$ cat config.mk
export PLATFORM = sky130hd
export DESIGN_NAME = cond_unit
export DESIGN_NICKNAME = d
export VERILOG_FILES = /design/src/rtl/cond_unit.sv
export SDC_FILE = /design/constraint.sdc
export NUM_CORES = 1
export LEC_CHECK = 0
export BUFFER_PORTS_ARGS = -buffer_cell sky130_fd_sc_hd__buf_2
export CAP_MARGIN = 20
export CORE_ASPECT_RATIO = 0.9
export CORE_MARGIN = 2
export CORE_UTILIZATION = 30
export DETAILED_ROUTE_END_ITERATION = 8
export PLACE_DENSITY_LB_ADDON = 0.3
export SLEW_MARGIN = 20
export SYNTH_ARGS = -nofsm -noshare
export SYNTH_HDL_FRONTEND = slang
export SYNTH_SLANG_ARGS = --single-unit
export TNS_END_PERCENT = 100
$ cat constraint.sdc
create_clock -name clk -period 4.4 [get_ports clk]
set_input_delay 0.22 -clock clk [delete_from_list [all_inputs] [get_ports clk]]
set_output_delay 0.22 -clock clk [all_outputs]
set_load 0.005 [all_outputs]
$ cat src/rtl/cond_unit.sv
//==============================================================================
// Module   : cond_unit
// Brief    : Architectural N/Z/C/V flag register with branch-condition decode
//            and a small LIFO flag stack for interrupt entry/return.
//            Optional macro COND_FORWARD_EN bypasses a same-cycle cc_we into
//            the branch evaluation.
// Revision : 1.0 - initial release
//==============================================================================
`default_nettype none

module cond_unit #(
    parameter int STACK_DEPTH = 4,
    parameter int PTR_W       = 2
) (
    input  logic       clk,
    input  logic       rst,
    input  logic [3:0] cc_in,
    input  logic       cc_we,
    input  logic       br_valid,
    input  logic [3:0] br_cond,
    output logic       taken_valid,
    output logic       taken,
    output logic [3:0] flags,
    input  logic       push,
    input  logic       pop,
    output logic       stack_empty,
    output logic       stack_full,
    output logic       stack_err
);

    localparam logic [PTR_W-1:0] LAST_IDX = PTR_W'(STACK_DEPTH - 1);

    logic [3:0]       flags_q, flags_d;
    logic [PTR_W-1:0] sp_q, sp_d;
    logic             full_q, full_d;
    logic             err_q, err_d;
    logic             tv_q;
    logic             tk_q, tk_d;
    logic [3:0]       stack_q [STACK_DEPTH];
    logic             st_we;
    logic [PTR_W-1:0] st_waddr;
    logic [PTR_W-1:0] sp_m1;
    logic [3:0]       top;
    logic [3:0]       eval_flags;
    logic             empty;

    function automatic logic cond_eval(input logic [3:0] sel, input logic [3:0] f);
        logic n, z, c, v;
        logic r;
        n = f[3];
        z = f[2];
        c = f[1];
        v = f[0];
        r = 1'b0;
        case (sel)
            4'd0:  r = z;
            4'd1:  r = !z;
            4'd2:  r = c;
            4'd3:  r = !c;
            4'd4:  r = n;
            4'd5:  r = !n;
            4'd6:  r = v;
            4'd7:  r = !v;
            4'd8:  r = c & !z;
            4'd9:  r = !c | z;
            4'd10: r = (n == v);
            4'd11: r = (n != v);
            4'd12: r = !z & (n == v);
            4'd13: r = z | (n != v);
            4'd14: r = 1'b1;
            default: r = 1'b0;
        endcase
        return r;
    endfunction

    // sp wraps to 0 when the stack fills; full_q tells full apart from empty
    assign empty = (sp_q == '0) && !full_q;
    assign sp_m1 = sp_q - 1'b1;
    assign top   = stack_q[sp_m1];

    always_comb begin
        flags_d  = flags_q;
        sp_d     = sp_q;
        full_d   = full_q;
        err_d    = err_q;
        st_we    = 1'b0;
        st_waddr = sp_q;
        if (cc_we) begin
            flags_d = cc_in;
        end
        if (push && pop && !empty) begin
            flags_d  = top;
            st_we    = 1'b1;
            st_waddr = sp_m1;
        end else if (push) begin
            if (full_q) begin
                err_d = 1'b1;
            end else begin
                st_we  = 1'b1;
                sp_d   = sp_q + 1'b1;
                full_d = (sp_q == LAST_IDX);
            end
        end else if (pop) begin
            if (empty) begin
                err_d = 1'b1;
            end else begin
                flags_d = top;
                sp_d    = sp_m1;
                full_d  = 1'b0;
            end
        end
    end

`ifdef COND_FORWARD_EN
    // flags_d already resolves pop-over-cc_we priority for the bypass
    assign eval_flags = cc_we ? flags_d : flags_q;
`else
    assign eval_flags = flags_q;
`endif

    assign tk_d = br_valid ? cond_eval(br_cond, eval_flags) : tk_q;

    always_ff @(posedge clk) begin
        if (rst) begin
            flags_q <= 4'b0;
            sp_q    <= '0;
            full_q  <= 1'b0;
            err_q   <= 1'b0;
            tv_q    <= 1'b0;
            tk_q    <= 1'b0;
        end else begin
            flags_q <= flags_d;
            sp_q    <= sp_d;
            full_q  <= full_d;
            err_q   <= err_d;
            tv_q    <= br_valid;
            tk_q    <= tk_d;
        end
    end

    always_ff @(posedge clk) begin
        if (!rst && st_we) begin
            stack_q[st_waddr] <= flags_q;
        end
    end

    assign taken_valid = tv_q;
    assign taken       = tk_q;
    assign flags       = flags_q;
    assign stack_empty = empty;
    assign stack_full  = full_q;
    assign stack_err   = err_q;

endmodule

`default_nettype wire

==> run_results.csv <==
group,metric,value,unit
final_layout,most-common-layout-cells,"buf_2 (22), edfxtp_1 (16), nor2_1 (14)",
clock_network,cts_made_buffers,3,
synth,synthTopCellsByArea,"edfxtp_1 (34%), dfxtp_1 (14%), mux4_2 (6.3%)",
timing,fin_setup_tns,0,ns
worst_hold_path,holdCritPathClass,"in2reg",
detailed_routing,viasPerCell,5.28,
synth,syn-instance-count,134,
worst_setup_path,cp-start-kind,"flop",
detailed_routing,drtPass1Iterations,4,
final_layout,area_growth,14.2,%
clock_network,cts-root-buf,"clkbuf_8",
clock_network,hold_buffers,0,
synth,synth_enable_flop_cells,16,
final_layout,n_antenna_cell,0,
detailed_routing,drc,0,
power,vdd_drop_max,177,uV
place,dp_slack,2.17,ns
global_route,use_met3,2.86,%
timing,setup_viol,0,
global_route,grt_pass1_vias,1014,
place,portBuffers,22,
timing,period_minus_slack,2.30,ns
clock_network,cts_resized,0,
synth,synth.yosys.seq_area_share,47.8,%
synth,ys_ff_latch,26,
global_route,grt-busiest-layer,"met2",
detailed_routing,vias,1120,
synth,synth_area,1420,um2
synth,syn-num-nets,150,
final_layout,fillers,467,
worst_setup_path,path_class,"reg2reg",
clock_network,clk_pin_slew,0.09,ns
place,dp_hpwl,2250,um
clock_network,clock_latency,0.27,ns
worst_setup_path,crit_required,4.34,ns
final_layout,multi_input_area,658,um2
global_route,use_met2,20.7,%
floorplan,die_w,76.6,um
worst_setup_path,critPathArrivalTime,2.24,ns
clock_network,h-tree-depth,1,
status,status,"complete, no violations",
floorplan,pin_count,23,
synth,synthArstFlopShare,0,%
detailed_routing,drt_iter0_markers,86,
clock_network,cts_tree,"done",
power,p_per_area,389,nW/um2
job,max_cap_violations,0,
timing,timing.final.crit_share,52.3,%
floorplan,die_area,5310,um2
timing,fin_skew,0.00145,ns
clock_network,clock-sinks,26,
floorplan,core-area,4520,um2
power,p_leak,0.597,nW
timing,relSlewSlack,68.0,%
worst_setup_path,crit_fanout,10,
global_route,antenna_found_initial,0,
timing,slew_viol_final,0,
final_layout,fin_util,35.9,%
synth,yosysTopAreaCell,"edfxtp_1",
synth,ys_types,38,
worst_setup_path,critPathCaptureType,"flop",
place,gp_congestion,0.857,
timing,worst_pin_slew,0.479,ns
global_route,grt_max_degree,16,
clock_network,clock_path_buffers,2,
timing,fin_ws,2.10,ns
final_layout,seq_area,681,um2
floorplan,rows,23,
synth,ys.flop_type,"edfxtp_1",
floorplan,start_util,31.5,%
detailed_routing,postRouteAntennaNets,0,
timing,rsz0062_at_grt,"no",
global_route,grt_usage,11.8,%
final_layout,drive_gt1_share,20.7,%
final_layout,layout_commonest_cell,"buf_2",
global_route,grt_remaining_overflow,0,
global_route,grt_first_pass_wirelength,4920,um
clock_network,postCtsSetupBuffers,0,
synth,yosysWarnings,0,
floorplan,die_y,69.3,um
final_layout,final_nets,167,
synth,synth_top_area_share,33.8,%
timing,finalHoldViolCount,0,
detailed_routing,wirelength,3150,um
detailed_routing,wl_per_cell,14.9,um
global_route,gr-usage-met1,13.9,%
timing,fmax,435,MHz
synth,syn_avg_cell_area,10.6,um2
==> flip-flops by register name, summed over array words and instances, names as in the netlist <==
| register | cells |
|---|---|
| stack_q | 16 |
| stack_full | 1 |
| flags | 4 |
| taken | 1 |
| taken_valid | 1 |
| sp_q | 2 |
| stack_err | 1 |
==> cell usage after synthesis (2+ instances only) <==
cell and count:
nor3_1 8, dfxtp_1 10, a31oi_1 4, nand4_1 2, nor2b_1 4, o21ai_0 7
a211oi_1 6, nand3b_1 3, nand2b_1 6, buf_6 2, edfxtp_1 16, nor2_1 14
buf_2 4, a21oi_1 5, mux4_2 4, nand2_1 3, ha_1 2, clkbuf_1 3
inv_1 7, mux2i_1 6
==> report_power, final <==
| part | switching (W) | internal (W) |
|---|---|---|
| Sequential | 0.0000271 | 0.000280 |
| Clock | 0.0000735 | 0.000122 |
| Combinational | 0.0000693 | 0.0000595 |
| Total | 0.000170 | 0.000461 |
==> worst max-delay path: stages, from the launching register on <==
cell and delay (ns):
dfxtp_1 0.61, inv_1 0.15, ha_1 0.28, nand2b_1 0.18, inv_1 0.13, nor3_1 0.13
o21ai_0 0.16, nor2_1 0.32
==> per-layer routing <==
metal / up-vias / part of all wire (%)
li1: 534 / -
met2: 41 / 49
met1: 538 / 43
met3: 7 / 5.9
met5: - / 0
met4: 0 / 1.8
==> final cells by class <==
| type | instances | area share [%] |
|---|---|---|
| Tap cell | 62 | 4.78 |
| Multi-Input combinational cell | 91 | 40.5 |
| Timing Repair Buffer | 22 | 6.78 |
| Inverter | 7 | 1.62 |
| Clock buffer | 3 | 2.54 |
| Clock inverter | 1 | 1.85 |
| Sequential cell | 26 | 41.9 |
==> final timing paths <==
path,startpoint,to,slack [ns],cells past startpoint
max,sp_q[0],stack_q[0][0],2.10,7
min reg2reg,stack_err,stack_err,0.51,2
max reg2reg,sp_q[0],stack_q[0][0],2.10,7
min,br_valid,taken_valid,0.20,2
==> cells by family after synthesis <==
family	Yosys count	share of synthesized area, %
AND/OR/NAND/NOR	47	18.0
AO/OA/AOI/OAI	30	14.7
flip-flops	26	47.8
buffers and inverters	17	5.89
multiplexers	10	10.6
XOR/XNOR	2	1.23
adder cells (fa/ha/maj)	2	1.76
==> stage by stage <==
step	hold WS [ns]	power [W]	instances	area (um2)
after floorplan	0.348	0.000399	134	1420
after global placement	0.471	0.000436	208	1550
after detailed placement	0.475	0.000439	208	1550
after CTS	0.195	0.000633	212	1620
after global routing	0.206	0.000662	212	1620
final	0.198	0.000631	212	1620
Note: power is estimated with default switching activity, not from simulation.
